**src/rtl/input_spi.sv**
```systemverilog
// Serial byte receiver: synchronizes a transmitter's sdi/en_in/clk_in into clk,
// assembles bytes on serial clock rising edges and holds them for a consumer.
module input_spi #(
    parameter int SYNC_STAGES = 2,
    parameter bit LSB_FIRST   = 1'b1
) (
    input  logic       clk,
    input  logic       rst,
    input  logic       sdi,
    input  logic       en_in,
    input  logic       clk_in,
    input  logic       ack,
    output logic [7:0] data,
    output logic       valid,
    output logic       busy,
    output logic       overrun,
    output logic       frame_err
);

    typedef enum logic [1:0] {IDLE, RECV, STORE} state_t;

    state_t                 state;
    logic [SYNC_STAGES-1:0] sdi_sync;
    logic [SYNC_STAGES-1:0] en_sync;
    logic [SYNC_STAGES-1:0] clk_sync;
    logic                   clk_prev;
    logic                   edge_r;
    logic                   bit_r;
    logic [7:0]             shreg;
    logic [2:0]             cnt;
    logic                   en_s;
    logic                   clk_s;
    logic                   sdi_s;
    logic                   valid_kept;

    assign en_s       = en_sync[SYNC_STAGES-1];
    assign clk_s      = clk_sync[SYNC_STAGES-1];
    assign sdi_s      = sdi_sync[SYNC_STAGES-1];
    assign valid_kept = valid & ~ack;
    assign busy       = (state == RECV) && (cnt != 3'd0);

    function automatic logic [7:0] shift_in(input logic [7:0] cur, input logic b);
        return LSB_FIRST ? {b, cur[7:1]} : {cur[6:0], b};
    endfunction

    // en_in idles high, so its synchronizer resets to 1 to avoid a false frame start.
    always_ff @(posedge clk or posedge rst) begin
        if (rst) begin
            sdi_sync <= '0;
            en_sync  <= '1;
            clk_sync <= '0;
            clk_prev <= 1'b0;
            edge_r   <= 1'b0;
            bit_r    <= 1'b0;
        end else begin
            sdi_sync <= {sdi_sync[SYNC_STAGES-2:0], sdi};
            en_sync  <= {en_sync[SYNC_STAGES-2:0], en_in};
            clk_sync <= {clk_sync[SYNC_STAGES-2:0], clk_in};
            clk_prev <= clk_s;
            edge_r   <= clk_s & ~clk_prev;
            bit_r    <= sdi_s;
        end
    end

    always_ff @(posedge clk or posedge rst) begin
        if (rst) begin
            state     <= IDLE;
            shreg     <= 8'h00;
            cnt       <= 3'd0;
            data      <= 8'h00;
            valid     <= 1'b0;
            overrun   <= 1'b0;
            frame_err <= 1'b0;
        end else begin
            frame_err <= 1'b0;
            valid     <= valid_kept;
            case (state)
                IDLE: begin
                    shreg <= 8'h00;
                    cnt   <= 3'd0;
                    if (!en_s) state <= RECV;
                end
                RECV: begin
                    if (en_s) begin
                        if (cnt != 3'd0) frame_err <= 1'b1;
                        shreg <= 8'h00;
                        cnt   <= 3'd0;
                        state <= IDLE;
                    end else if (edge_r) begin
                        shreg <= shift_in(shreg, bit_r);
                        cnt   <= cnt + 3'd1;
                        if (cnt == 3'd7) state <= STORE;
                    end
                end
                STORE: begin
                    // An ack in this same cycle frees the holding register first.
                    if (valid_kept) begin
                        overrun <= 1'b1;
                    end else begin
                        data  <= shreg;
                        valid <= 1'b1;
                    end
                    if (!en_s) begin
                        state <= RECV;
                        if (edge_r) begin
                            shreg <= shift_in(8'h00, bit_r);
                            cnt   <= 3'd1;
                        end else begin
                            shreg <= 8'h00;
                            cnt   <= 3'd0;
                        end
                    end else begin
                        state <= IDLE;
                        shreg <= 8'h00;
                        cnt   <= 3'd0;
                    end
                end
                default: state <= IDLE;
            endcase
        end
    end

endmodule

```
**config.mk**
```make
export PLATFORM = sky130hd
export DESIGN_NAME = input_spi
export DESIGN_NICKNAME = d
export VERILOG_FILES = /design/src/rtl/input_spi.sv
export SDC_FILE = /design/constraint.sdc
export NUM_CORES = 1
export LEC_CHECK = 0
export ABC_CLOCK_PERIOD_IN_PS = 3110
export BUFFER_PORTS_ARGS = -buffer_cell sky130_fd_sc_hd__buf_4
export CAP_MARGIN = 20
export CELL_PAD_IN_SITES_DETAIL_PLACEMENT = 1
export CELL_PAD_IN_SITES_GLOBAL_PLACEMENT = 1
export CORE_MARGIN = 2
export CORE_UTILIZATION = 49
export DETAILED_ROUTE_END_ITERATION = 6
export GPL_TIMING_DRIVEN = 0
export PLACE_DENSITY_LB_ADDON = 0.1
export SKIP_CTS_REPAIR_TIMING = 1
export SLEW_MARGIN = 5
export SYNTH_ARGS = -nofsm -noshare
export SYNTH_HDL_FRONTEND = slang
export SYNTH_SLANG_ARGS = --single-unit
```
**constraint.sdc**
```tcl
create_clock -name clk -period 3.11 [get_ports clk]
set_clock_uncertainty 0.15 [all_clocks]
set_input_delay 0.311 -clock clk [delete_from_list [all_inputs] [get_ports clk]]
set_output_delay 0.311 -clock clk [all_outputs]
set_load 0.03 [all_outputs]
```
### After elaboration in Yosys (flattened, before gate mapping)

Cells that the tools add are included.
Widths: inputs -> output; s select.

* register bits: 33
* bits of input ports: 6
* output and inout bits: 12
* word-level logic and storage cells: 53

* add/subtract/negate cells: 1
* equal/unequal tests: 6
* muxes and demuxes: 20
* bitwise gates (word level): 5
* reductions and logical operators: 8

Operators by type and width (number)
* $mux 8: 4
* $pmux 8 s3: 1
* $mux 3: 3
* $pmux 3 s3: 1
* $mux 2: 4
* $mux 1: 6
* $pmux 2 s3: 1
* $reduce_and 2->1: 3
* $reduce_bool 3->1: 2
* $add 3x1->3 const B: 1
* $eq 3x3->1 const B: 1
* $ne 3x2->1 const B: 1
* $ne 3x3->1 const B: 1
* $not 1->1: 3
* $reduce_and 3->1: 1
* $and 1x1->1: 2
* $eq 2x1->1 const B: 1
* $eq 2x2->1 const B: 1
* $logic_not 2->1: 1
* $ne 2x2->1 const B: 1
* $logic_and 1x1->1: 1

### Logic depth before layout (Yosys ltp)

Gate-level depths: netlist of the first run.

* depth after elaboration: 5
* gate-level depth with buffers: 6

### Worst setup path after synthesis of the first run

Ideal clock, no wire load.

* path type: reg-to-reg
* start point: reg state[1]
* end point: reg frame_err
* library setup time: 0.068 ns
* arrival: 1.664 ns
* required time: 2.892 ns
* path slack: 1.228 ns
* stages on the path, launching flop included: 5
* buffers on the path: 0
* path through: dfrtp_1 inv_1 ha_1 a21boi_0 and2_2

* longest elaborated chain between the ends: 2

RTL lines
* from (decl): line 22 `state_t state;`
* from (signal assigned): line 67 `state <= IDLE;`
* from (signal assigned): line 81 `if (!en_s) state <= RECV;`
* from (signal assigned): line 88 `state <= IDLE;`
* $eq 2x1->1: line 77 `case (state)`
* $mux 1: line 77
* to (signal assigned): line 73 `frame_err <= 1'b0;`
* to (signal assigned): line 75 `frame_err <= 1'b0;`
* to (signal assigned): line 85 `if (cnt != 3'd0) frame_err <= 1'b1;`
* to (decl): line 17 `output logic frame_err`

Every way passes these cells.
A chain may end at the register's enable or synchronous reset.

### Worst setup path in the final report of the first run

* start point: reg state[1]
* end point: out busy

* longest elaborated chain between the ends: 2

RTL lines
* $eq 2x1->1: line 40 `assign busy = (state == RECV) && (cnt != 3'd0);`
* $logic_and 1x1->1: line 40
* to (decl): line 15 `output logic busy,`

Every way passes these cells.

==> flow_summary.yaml, run 1 <==
hold_path:
  holdPathEnd: "valid"
  hold_class: "primary input to flip-flop"
  min_from: "ack"
  hold_depth: 3
global_routing:
  grt_overflow_total: 0
  grt_pass1_wl_mm: 3.905
  grt_pass1_vias: 831
  antenna_found_initial: 0
  grt_max_degree: 22
  grt_usage: 0.1654
detailed_routing:
  firstDrtPassIters: 4
  wire_per_inst_um: 14.74
  drtAntennaViolNets: 0
  viasPerCell: 5.097
  drt_iter0_markers: 20
  routed_wl_mm: 2.270
  drc: 0
  num_vias: 785
synthesis:
  netlist.area_leader.share: 0.5591
  syn-num-nets: 108
  synth_area_leaders: "dfrtp_1, ha_1, mux2_2"
  synthCells: 93
  synth.ff_latch_count: 33
  syn_avg_cell_area_sq_um: 14.92
  synth_largest_area_cell: "dfrtp_1"
  ys_seq_area_frac: 0.5969
  netlist_area_sq_um: 1388
  yosysWarnings: 0
  synth.distinct_cells: 26
final_layout:
  final_cell_mix: "dfrtp_1, buf_4, mux2_2"
  syn_to_final_growth_pct: 22.99
  seqCellArea_sq_um: 828.3
  multi_input_area_sq_um: 521.8
  mostFrequentLayoutCell: "dfrtp_1"
  num_antenna_cells: 0
  nFillCells: 255
  design_area_sq_um: 1707
  final_nets: 137
  drive_above_1_share: 0.4553
sta:
  fin_crit_ns: 1.937
  rsz0062_at_grt: "no"
  timing.final.crit_share: 0.6230
  fin_tns_setup_ns: 0
  slew_violations: 0
  fmax_mhz: 516.1
  final_hold_viol_count: 0
  slew_headroom: 0.6355
  setup_viol: 0
  tightest_slew_ns: 0.5461
setup_path:
  crit_required_ns: 2.65
  startpoint_type: "flip-flop"
  worstPathArrival_ns: 1.48
  rrSetupSlack_ns: 1.35
  crit-reg2reg-capture: "cnt[0]"
  worstSetupPathType: "flip-flop to output port"
  timing.rr.start: "state[1]"
  endpoint_kind: "output port"
  critPathMaxFanout: 5
  r2r_cells: 6
outcome:
  status: "complete, no violations"
floorplan:
  start_util: 0.5076
  io_pins: 18
  rows: 19
  fp.dieH_um: 57.22
  die_area_sq_um: 3274
  die_w_um: 57.22
  core_sq_um: 2734
clock_network:
  path_clk_slew_ns: 0.09
  htree_levels: 2
  cts_buffers: 5
  cts_max_path_buffers: 2
  clock-sinks: 33
  root_buffer: "clkbuf_4"
  clock_latency_ns: 0.32
  cts_tree: "done"
placed_design:
  gp_congestion: 0.7189
  io_buffer_count: 17
  placed_area_sq_um: 1582
  dpl.hpwl_mm: 1.621
pwr:
  ir_drop_uv: 465.6
  leakage_nw: 0.8695
  power_density_nw_per_um2: 730.4
run:
  maxCapViolCount: 0
==> layer usage <==
metal	wire, um	GRT usage	vias up
li1	-	-	379
met1	994	0.2027	384
met2	1132	0.2644	17
met3	109	0.06122	5
met4	34	0.06977	0
met5	0	0	-
==> cell usage after synthesis (all sizes together) <==
master and number:
buf 1, or2b 1, nor2b 1, a21oi 2, mux2i 1, o21bai 3
dfstp 2, inv 7, nand2 4, nand2b 3, nor3 1, nor3b 1
dfrtp 31, nor2 1, mux2 11, and2 2, a21boi 1, a22o 9
a2bb2oi 1, ha 9, and2b 1
==> through the flow <==
stage                     setup WS, ns  hold slack, ns  total power, W  utilization  instances
final                            1.173          0.1648        0.001246       0.6243        154
after global routing             1.013          0.1707        0.001331       0.6243        154
after CTS                        1.135         -0.1155        0.001261       0.6096        150
after detailed placement         1.333          0.1873       0.0009247       0.5785        142
after global placement           1.381          0.1843       0.0009081       0.5684        141
after floorplan                  1.228          0.1655       0.0008159            -         93
==> sequential cells by signal, summed over array words and instances (netlist names) <==
| signal | count |
|---|---|
| bit_r | 1 |
| clk_prev | 1 |
| clk_sync | 2 |
| cnt | 3 |
| data | 8 |
| edge_r | 1 |
| en_sync | 2 |
| frame_err | 1 |
| overrun | 1 |
| sdi_sync | 2 |
| shreg | 8 |
| state | 2 |
| valid | 1 |
==> report_power, final <==
| part | switching, W | internal (W) |
|---|---|---|
| logic | 0.000219 | 0.000179 |
| clock network | 0.000141 | 0.000192 |
| registers | 0.0000399 | 0.000476 |
==> how the worst max path moves through the flow <==
stage	startpoint	endpoint	slack, ns	cells after the start
CTS	state[1]	busy	1.13	4
global route	state[1]	busy	1.01	4
floorplan	state[1]	frame_err	1.23	4
global placement	state[1]	cnt[0]	1.38	6
detailed placement	state[0]	cnt[2]	1.33	5
finish	state[1]	busy	1.17	4
==> kinds of logic after synthesis <==
kind of cell | count (synthesis) | share of synthesized area
DFF | 33 | 0.5969
AOI/OAI and AO/OA | 16 | 0.1127
and+or+nand+nor | 15 | 0.08298
muxes | 12 | 0.09919
adders and majority gates | 9 | 0.08116
buffers and inverters | 8 | 0.02705
==> critical path, stage by stage, from the launching register on <==
cell and delay, ns:
dfrtp_1 0.44, inv_1 0.12, ha_1 0.16, a21boi_0 0.23
buf_4 0.20
==> final cells by class <==
type	count	area share
inverter	7	0.01540
buffer	1	0.006598
multi-input combinational	52	0.3057
clock buffer	7	0.03226
sequential	33	0.4853
tap	31	0.02273
timing repair buffer	22	0.1144
clock inverter	1	0.01760
No activity file was read; power rests on OpenSTA's default activity.
==> run 2: changes to the inputs <==
Settings changed: ABC_CLOCK_PERIOD_IN_PS 3110 to 1950, CORE_UTILIZATION 49 to 46.
Clock period 3.11 ns to 1.95 ns, I/O delays scaled along.
==> run 2 against run 1 <==
Effect of this change: the flow now finishes with violations (DRC); largest cell class unchanged; flip-flop and latch count stayed put; cell area unchanged; largest power group unchanged; routed wire length fell by 0.18%; total power up 60%; global-route usage hardly changed; clock-buffer cell count did not move.
==> flow_summary.yaml, run 2 (synthesized netlist as in run 1, its figures left out) <==
pwr:
  power_frac_clock: 0.266
  p_total_w: 0.001990
  p_comb_frac: 0.319
  power_frac_seq: 0.415
  p_int_w: 0.001352
  leakage_nw: 0.8700
  swShare: 0.3207
  power_density_nw_per_um2: 1166
  p_switching_w: 0.0006380
  ir_drop_uv: 830.7
sta:
  setup_viol: 0
  fmax_mhz: 556.7
  tightest_slew_ns: 0.5422
  final_hold_viol_count: 0
  timing.final.crit_share: 0.9212
  fin_ws_ns: 0.1536
  slew_headroom: 0.6381
  slew_violations: 0
  fin_tns_setup_ns: 0
  fin_crit_ns: 1.796
  rsz0062_at_grt: "no"
clock_network:
  path_clk_slew_ns: 0.11
  cts_buffers: 5
  clock_latency_ns: 0.34
  cts_max_path_buffers: 2
  htree_levels: 2
  clock-sinks: 33
  root_buffer: "clkbuf_4"
  cts_tree: "done"
detailed_routing:
  routed_wl_mm: 2.266
  drc: 1
  wire_per_inst_um: 14.71
  viasPerCell: 5.175
  drtAntennaViolNets: 0
  drt_iter0_markers: 15
  num_vias: 797
  firstDrtPassIters: 6
final_layout:
  final_cell_mix: "dfrtp_1, buf_4, mux2_2"
  final_nets: 137
  top_regs: "data (8), shreg (8), cnt (3)"
  num_antenna_cells: 0
  design_area_sq_um: 1707
  syn_to_final_growth_pct: 22.99
  nFillCells: 286
  final_cells: 154
  drive_above_1_share: 0.4553
  mostFrequentLayoutCell: "dfrtp_1"
floorplan:
  start_util: 0.4946
  rows: 19
  fp.dieH_um: 58.92
  die_w_um: 58.92
  io_pins: 18
  die_area_sq_um: 3472
  core_sq_um: 2805
setup_path:
  worstPathArrival_ns: 1.45
  startpoint_type: "flip-flop"
  critPathMaxFanout: 5
  crit_required_ns: 1.60
  endpoint_kind: "output port"
  worstSetupPathType: "flip-flop to output port"
global_routing:
  grt_pass1_vias: 850
  grt_max_degree: 23
  grt_overflow_total: 0
  grt_pass1_wl_mm: 4.119
  antenna_found_initial: 0
  grt_usage: 0.1654
placed_design:
  dp.cells: 142
  dpl.hpwl_mm: 1.662
  io_buffer_count: 17
  pre_cts_slack_ns: 0.1840
  placed_area_sq_um: 1582
  gp_congestion: 0.7328
outcome:
  status: "complete, but fails checks"
  violations: "DRC"
hold_path:
  hold_class: "primary input to flip-flop"
run:
  maxCapViolCount: 0
[run 2: critical path: stages, from the launching register on]
cell and delay, ns:
dfrtp_1 0.44, inv_1 0.12, ha_1 0.17, a21boi_1 0.19, buf_4 0.19
[run 2: area by class of cell]
cell class | instances | area [sq um] | area share
Buffer | 1 | 11.26 | 0.006598
Timing Repair Buffer | 22 | 195.2 | 0.1144
Sequential cell | 33 | 828.3 | 0.4853
Inverter | 7 | 26.28 | 0.01540
Multi-Input combinational cell | 52 | 521.8 | 0.3057
Clock inverter | 1 | 30.03 | 0.01760
Tap cell | 31 | 38.79 | 0.02273
Clock buffer | 7 | 55.05 | 0.03226
[run 2: power groups by stage]
stage | sequential, W | combinational (W) | clock (W)
6_report | 0.000825 | 0.000634 | 0.000530
3_5_place_dp | 0.000840 | 0.000637 | 0
5_1_grt | 0.000842 | 0.000703 | 0.000573
2_1_floorplan | 0.000884 | 0.000418 | 0
3_3_place_gp | 0.000833 | 0.000610 | 0
4_1_cts | 0.000826 | 0.000640 | 0.000554
[run 2: layer usage]
layer / GRT usage / up-vias / part of all wire / wire, um
met5: 0 / - / 0 / 0
met4: 0.05844 / 0 / 0.016 / 36
met3: 0.06593 / 5 / 0.038 / 86
met2: 0.2540 / 16 / 0.49 / 1115
met1: 0.2123 / 400 / 0.45 / 1027
li1: - / 376 / - / -
[run 2: final timing paths]
| kind | depth (start not counted) | slack, ns | to | from |
|---|---|---|---|---|
| max reg2reg | 6 | 0.17 | cnt[0] | state[1] |
| min reg2reg | 0 | 0.20 | en_sync[1] | en_sync[0] |
| max in group asynchronous | 4 | 0.84 | data[3] | rst |
| min in group asynchronous | 3 | 0.30 | valid | rst |
| min | 3 | 0.03 | valid | ack |
| max | 4 | 0.15 | busy | state[1] |
[run 2: metrics by stage]
step	util	hold slack [ns]
finish	0.6084	0.02664
global route	0.6084	0.07239
CTS	0.5941	-0.2600
detailed placement	0.5638	0.1297
global placement	0.5540	0.1543
floorplan	-	0.04948
